--- src/rtl/uart_rx_deserializer.sv ---
// 8N1 UART receiver with a level-valid/ack holding register and a toggle output.
// Define UART_RX_MAJORITY_EN for 2-of-3 voting on every bit sample.
module uart_rx_deserializer #(
    parameter int unsigned CLKS_PER_BIT = 434,
    parameter int unsigned SYNC_STAGES  = 2
) (
    input  logic       clk,
    input  logic       rst_n,
    input  logic       rx,
    output logic [7:0] data_out,
    output logic       data_valid,
    input  logic       rd_ack,
    output logic       rx_toggle,
    output logic       framing_err,
    output logic       overrun,
    output logic       busy
);

    typedef enum logic [2:0] {
        S_IDLE,
        S_START,
        S_DATA,
        S_STOP,
        S_WAIT_HIGH
    } state_e;

    localparam logic [15:0] BIT_LOAD = 16'(CLKS_PER_BIT - 1);
`ifdef UART_RX_MAJORITY_EN
    // The vote completes one cycle after the nominal sample point.
    localparam logic [15:0] START_LOAD = 16'(CLKS_PER_BIT / 2);
`else
    localparam logic [15:0] START_LOAD = 16'(CLKS_PER_BIT / 2 - 1);
`endif

    logic [1:0] rst_sync_q;
    logic       rst_i;

    always_ff @(posedge clk or negedge rst_n) begin
        if (!rst_n) begin
            rst_sync_q <= 2'b00;
        end else begin
            rst_sync_q <= {rst_sync_q[0], 1'b1};
        end
    end

    assign rst_i = rst_sync_q[1];

    logic [SYNC_STAGES-1:0] sync_q, sync_d;
    logic                   rxs;
    logic                   samp;

    assign sync_d = {sync_q[SYNC_STAGES-2:0], rx};
    assign rxs    = sync_q[SYNC_STAGES-1];

`ifdef UART_RX_MAJORITY_EN
    logic [1:0] hist_q, hist_d;

    assign hist_d = {hist_q[0], rxs};
    assign samp   = (rxs & hist_q[0]) | (rxs & hist_q[1]) |
                    (hist_q[0] & hist_q[1]);

    always_ff @(posedge clk or negedge rst_i) begin
        if (!rst_i) begin
            hist_q <= 2'b11;
        end else begin
            hist_q <= hist_d;
        end
    end
`else
    assign samp = rxs;
`endif

    state_e      state_q, state_d;
    logic [15:0] timer_q, timer_d;
    logic [2:0]  idx_q, idx_d;
    logic [7:0]  shift_q, shift_d;
    logic [7:0]  data_q, data_d;
    logic        valid_q, valid_d;
    logic        tog_q, tog_d;
    logic        ferr_q, ferr_d;
    logic        ovr_q, ovr_d;
    logic        busy_q, busy_d;
    logic        tmr_zero;

    assign tmr_zero = (timer_q == 16'd0);

    always_comb begin
        state_d = state_q;
        timer_d = timer_q;
        idx_d   = idx_q;
        shift_d = shift_q;
        data_d  = data_q;
        valid_d = valid_q;
        tog_d   = tog_q;
        ferr_d  = 1'b0;
        ovr_d   = ovr_q;

        if (rd_ack && valid_q) begin
            valid_d = 1'b0;
            ovr_d   = 1'b0;
        end

        unique case (state_q)
            S_IDLE: begin
                if (!rxs) begin
                    state_d = S_START;
                    timer_d = START_LOAD;
                end
            end
            S_START: begin
                if (!tmr_zero) begin
                    timer_d = timer_q - 16'd1;
                end else if (!samp) begin
                    state_d = S_DATA;
                    timer_d = BIT_LOAD;
                    idx_d   = 3'd0;
                end else begin
                    state_d = S_IDLE;
                end
            end
            S_DATA: begin
                if (!tmr_zero) begin
                    timer_d = timer_q - 16'd1;
                end else begin
                    shift_d[idx_q] = samp;
                    timer_d        = BIT_LOAD;
                    if (idx_q == 3'd7) begin
                        state_d = S_STOP;
                    end else begin
                        idx_d = idx_q + 3'd1;
                    end
                end
            end
            S_STOP: begin
                if (!tmr_zero) begin
                    timer_d = timer_q - 16'd1;
                end else if (samp) begin
                    // A load in the ack cycle replaces the consumed byte cleanly.
                    data_d  = shift_q;
                    valid_d = 1'b1;
                    tog_d   = ~tog_q;
                    if (valid_q && !rd_ack) begin
                        ovr_d = 1'b1;
                    end
                    state_d = S_IDLE;
                end else begin
                    ferr_d  = 1'b1;
                    state_d = S_WAIT_HIGH;
                end
            end
            S_WAIT_HIGH: begin
                if (rxs) begin
                    state_d = S_IDLE;
                end
            end
            default: begin
                state_d = S_IDLE;
            end
        endcase

        busy_d = (state_d != S_IDLE);
    end

    always_ff @(posedge clk or negedge rst_i) begin
        if (!rst_i) begin
            sync_q  <= '1;
            state_q <= S_IDLE;
            timer_q <= 16'd0;
            idx_q   <= 3'd0;
            shift_q <= 8'd0;
            data_q  <= 8'd0;
            valid_q <= 1'b0;
            tog_q   <= 1'b0;
            ferr_q  <= 1'b0;
            ovr_q   <= 1'b0;
            busy_q  <= 1'b0;
        end else begin
            sync_q  <= sync_d;
            state_q <= state_d;
            timer_q <= timer_d;
            idx_q   <= idx_d;
            shift_q <= shift_d;
            data_q  <= data_d;
            valid_q <= valid_d;
            tog_q   <= tog_d;
            ferr_q  <= ferr_d;
            ovr_q   <= ovr_d;
            busy_q  <= busy_d;
        end
    end

    assign data_out    = data_q;
    assign data_valid  = valid_q;
    assign rx_toggle   = tog_q;
    assign framing_err = ferr_q;
    assign overrun     = ovr_q;
    assign busy        = busy_q;

endmodule
--- config.mk ---
export PLATFORM = sky130hd
export DESIGN_NAME = uart_rx_deserializer
export DESIGN_NICKNAME = d
export VERILOG_FILES = /design/src/rtl/uart_rx_deserializer.sv
export SDC_FILE = /design/constraint.sdc
export NUM_CORES = 1
export LEC_CHECK = 0
export BUFFER_PORTS_ARGS = -buffer_cell sky130_fd_sc_hd__buf_2
export CORE_ASPECT_RATIO = 2
export CORE_MARGIN = 2
export CORE_UTILIZATION = 60
export CTS_CLUSTER_DIAMETER = 60
export CTS_CLUSTER_SIZE = 14
export DETAILED_ROUTE_END_ITERATION = 8
export HOLD_SLACK_MARGIN = 0.06
export PLACE_DENSITY = 0.83
export SYNTH_ARGS = -nofsm -noshare
export SYNTH_HDL_FRONTEND = slang
export SYNTH_SLANG_ARGS = --single-unit
--- constraint.sdc ---
create_clock -name clk -period 4.47 [get_ports clk]
set_clock_uncertainty 0.1 [all_clocks]
set_input_delay 1.1175 -clock clk [delete_from_list [all_inputs] [get_ports clk]]
set_output_delay 1.1175 -clock clk [all_outputs]
set_load 0.01 [all_outputs]
# Yosys cells after proc, flatten, opt, wreduce, memory -nomap -nowiden
# Cells that the tools add are included.
# word_totals
ff_bits	47
latchBits	0
ramBits	0
mem_bits_ro	0
out_inout_bits	13
wordCells	77
memories	0
# classes
add_sub_neg	2
mul	0
n_div	0
n_lt_le_gt_ge	2
n_eq_ne	12
shift	0
mux	35
n_bitwise	1
reduce_logical	13
# op_table
operator	count
$mux W16	5
$pmux W16 S4	1
$mux W3	11
$logic_not A16 Y1	1
$sub A16 B1 Y16 const B	1
$pmux W3 S5	1
$mux W1	13
$ne A2 B2 Y1 const B	6
$bwmux W8	1
$eq A3 B2 Y1 const B	2
$eq A3 B3 Y1 const B	2
$pmux W3 S2	1
$reduce_and A5 Y1	1
$lt A3 B4 Y1 const B	1
$reduce_and A4 Y1	1
$reduce_bool A4 Y1	1
$add A3 B1 Y3 const B	1
$demux W1 S3	1
$eq A3 B1 Y1 const B	1
$ge A3 B1 Y1 const B	1
$logic_and A1 B1 Y1	3
$logic_not A3 Y1	1
$ne A3 B3 Y1 const B	1
$reduce_and A3 Y1	1
6 further kinds	6

# Depth between registers and ports, before layout
# logic_depth
word_depth	6
depth_mapped	8
depth_no_buf	7

# Worst setup path before layout
# Ideal clock, no wire load.
# synth_path
kind	reg-to-reg
from	register timer_q[4]
to	register idx_q[0]
setup_ns	0.125
arrival_time_ns	1.806
t_required_ns	4.245
setup_slack_ns	2.439
stages_incl_launch_ff	8
path_buffers	2
cell_sequence	dfrtp_1 buf_6 nor3_4 and4_1 buf_6 nand2_4 or3_4 mux2_4
# synth_via
elab_chain_cells	3
elab_cells_between_ends	4
classes_between	eq/ne: 2; reduce/logical: 2
# synth_lines
item	line_no	text
start, declared	74	logic [15:0] timer_q, timer_d;
start signal, assigned	180	timer_q <= timer_d;
$logic_not A16 Y1 (*)	85	assign tmr_zero = (timer_q == 16'd0);
$ne A2 B2 Y1 (no source line)	-	
$reduce_and A5 Y1 (no source line) (*)	-	
end signal, assigned	181	idx_q <= idx_d;
end, declared	75	logic [2:0] idx_q, idx_d;
# Every way passes the cells marked *; elsewhere a longest branch is shown, timed or not.
# A chain may end at the register's enable or synchronous reset.

# Final worst setup path
# layout_path
from	register timer_q[4]
to	register timer_q[10]
# layout_via
elab_chain_cells	3
elab_cells_between_ends	9
classes_between	add/sub: 1; eq/ne: 2; mux: 4; reduce/logical: 2
# layout_lines
item	line_no	text
$sub A16 B1 Y16 or $logic_not A16 Y1 (tied branches)	-	
$mux W16 (tied with other cells)	135	if (!tmr_zero) begin
$pmux W16 S4 or $reduce_and A4 Y1 (tied branches)	-	
# Parallel ways exist; a longest one is shown, timed or not. The select of a mux whose other input is x is not followed.

==> results.md <==
- DR iter-0 viols: 41
- Synth top area share: 47.3%
- Post-synthesis mux area share: 10.3%
- EDFF count, synth: 0
- I/O Buffers: 16
- Post-DP Area: 0.00247 mm2
- Cell Area, Synth: 0.00238 mm2
- Hold Crit Class: reg -> reg
- Status: finished, final reports clean
- Largest net degree at the start of global routing: 46
- CP Class: reg -> reg
- Design Area, Final: 0.00255 mm2
- Worst-Skew Late Latency: 300 ps
- Share of flip-flops with an asynchronous set or reset: 100%
- Drt wl/cell: 16.4 um
- Worst setup EP type: flip-flop
- RSZ-0062 raised after global routing: no
- GRT overflow: 0
- Reg2Reg Capture Point: timer_q[10]$_DFFE_PN0P_
- Adder-Cell Fraction of Synth Area: 2.10%
- DRC errors left: 0
- Commonest cells in the synthesized netlist: 45 x dfrtp_1, 17 x nand2_1, 16 x mux2_2, 16 x nor2_1, 14 x a21oi_1
- Post-synthesis sequential area ratio: 49.5%
- Pre-CTS WS: 1920 ps
- HP Start: sync_q[0]$_DFF_PN1_
- Clock root cell: clkbuf_8
- Yosys cell types: 50
- Worst-margin pin slew: 1120 ps
- Die area: 0.00452 mm2
- Post-cts sizing count: 0
- Crit share post-route: 57.9%
- I/O Pins: 17
- Final Hold Slack: 247 ps
- Initial core utilization: 61.9%
- Hold Path Sink: sync_q[1]$_DFF_PN1_
- Synth area leader: dfrtp_1
- Max-cap violations: 0
- Syn. warnings: 0
- Drt first pass iters: 4
- Worst-path clk slew: 90 ps
- Synth Area in Simple Gates: 20.2%
- FF-to-FF path depth: 5
- Max H-tree Level: 2
- Most common cell in the synthesized netlist: dfrtp_1
- GRT Overall Usage: 23.4%
- Chip width: 48.5 um
- Placer Congestion: 0.888
- Hold-fix buffers, CTS: 0
- Slew Limit Headroom: 25.1%
- Critical path's top delay family: compound AO/OA/AOI/OAI gates
- Slack of the critical path: 1880 ps
- Area Growth Syn to Fin: 7.31%
- PD cells: 426 mW/mm2
- Final ANT Viol Nets: 0
- Worst r2r src: timer_q[4]$_DFFE_PN0P_
- Synth Net Count: 231
- Clk sinks: 47
- Post-layout min period: 2590 ps
- Share of layout cells above drive strength 1: 23.9%
- Arr. time, crit path: 2680 ps
- Die H: 93.1 um
- Final net count: 245
- TritonCTS clock tree: built
- Max Slew Vio Count: 0
- Hold depth: 0
- FF+latch count, synth: 47
- Leakage power: 1.21 nW
- Main synth FF type: dfrtp_1
- Slowest-stage cell, CP: a31oi_1
- Delay of the slowest critical-path stage: 930 ps
- CP Launch Type: flip-flop
- Final wirelength: 4.73 mm
- Synth area leaders: dfrtp_1 47%, mux2_2 7.6%, a21oi_1 2.9%
- Syn avg cell area: 10.7 um2
- Post-detail-place hpwl: 3.50 mm
- Final setup violating endpoints: 0
- WP data required: 4570 ps
- Worst-path cell chain: nor3_4, and4_1, a31oi_1, nand2_1, o311ai_0
- Buf+Inv Stages, Crit Path: 0
- Setup Buffers After CTS: 0
- Vias in the first global route: 1764
- # diodes: 0
- Post-Syn Instances: 223
- DR vias/cell: 6.04
- CORE AREA: 0.00384 mm2
- F_max: 386 MHz
- R2r setup slk: 1880 ps
- Via count: 1745
- Num CTS Buffers: 5
- CP max FO: 13
- Clock tree buffer depth: 2
- First-pass GRT wire length: 7.95 mm
- TNS Setup: 0 ps
- Row count: 32
- Worst IR Drop VDD: 0.000475 V
- Final hold violation count: 0
- Initial antenna violation count: 0
- Compound-gate portion of the synthesized area: 13.0%
- Largest family of logic cells by synthesized area: simple AND/OR/NAND/NOR gates
- Post-synthesis xor/xnor area fraction: 0.736%
==> metrics by stage <==
step	instances	total power, mW	utilization (%)
floorplan	223	0.791	-
global placement	281	0.841	64.3
detailed placement	281	0.852	64.3
CTS	289	1.09	66.4
global route	289	1.15	66.4
finish	289	1.09	66.4
==> worst max path at each step <==
stage,start,endpoint,slack [ps],depth (start not counted)
final,timer_q[4]$_DFFE_PN0P_,timer_q[10]$_DFFE_PN0P_,1880,5
after global routing,state_q[0]$_DFF_PN0_,timer_q[10]$_DFFE_PN0P_,1570,5
after CTS,timer_q[4]$_DFFE_PN0P_,timer_q[10]$_DFFE_PN0P_,1890,5
after detailed placement,state_q[0]$_DFF_PN0_,timer_q[10]$_DFFE_PN0P_,1920,5
after global placement,timer_q[4]$_DFFE_PN0P_,timer_q[10]$_DFFE_PN0P_,2030,5
after floorplan,timer_q[4]$_DFFE_PN0P_,idx_q[0]$_DFFE_PN0P_,2440,7
==> sequential cells by signal, indices dropped and copies added (netlist names), named ones only <==
register and flops:
timer_q 16, idx_q 3, state_q 3, shift_q 8, rst_sync_q 2, framing_err 1, data_valid 1, sync_q 2
data_out 8, busy 1, rx_toggle 1
==> area by class of cell <==
type,count,area [um2]
inverter,11,41.3
sequential,47,1180
clock buffer,7,76.3
tap,51,63.8
fill,327,1290
clock inverter,1,5.00
multi-input combinational,156,1110
timing repair buffer,16,80.1
==> cell usage in the layout, fill, tap and decap left out, drive strengths merged, types with 2 or more instances in the layout <==
master	Yosys	layout
dfrtp	45	45
nand2	18	18
nor2	18	18
mux2	17	17
buf	6	16
a21oi	14	14
inv	11	11
a31oi	11	11
nor3	10	10
o21ai	7	7
clkbuf	3	7
nand4	6	6
nand3	5	5
mux2i	5	5
nor3b	5	5
nand4b	4	4
o2bb2ai	4	4
ha	4	4
nor4	4	4
o22ai	3	3
nand2b	2	2
or4	2	2
dfstp	2	2
or3b	2	2
o31ai	2	2
==> power by group <==
part	leakage [nW]	internal, mW	switching [mW]
clock	0.0422	0.110	0.132
combinational	0.558	0.0984	0.143
sequential	0.608	0.493	0.111
total	1.21	0.701	0.386
==> cell families (layout without fill, tap and decap cells) <==
logic type,count (synthesis),in the layout
flops,47,47
buf+inv,20,35
compound gates,47,47
other cells,1,1
xor+xnor,2,2
simple gates,80,80
fa+ha+maj,4,4
mux,22,22
==> layer usage <==
metal	global-route usage, %	up-vias	routed length, um
li1	-	844	-
met1	23.1	858	1760
met2	45.0	28	2710
met3	3.35	15	77
met4	13.8	0	180
met5	0	-	0
==> worst reg2reg max path, cell delays in order (launching register included) <==
cell	delay [ps]
dfrtp_1	520
nor3_4	100
and4_1	320
a31oi_1	930
nand2_1	180
o311ai_0	330
No activity file was read; power rests on OpenSTA's default activity.
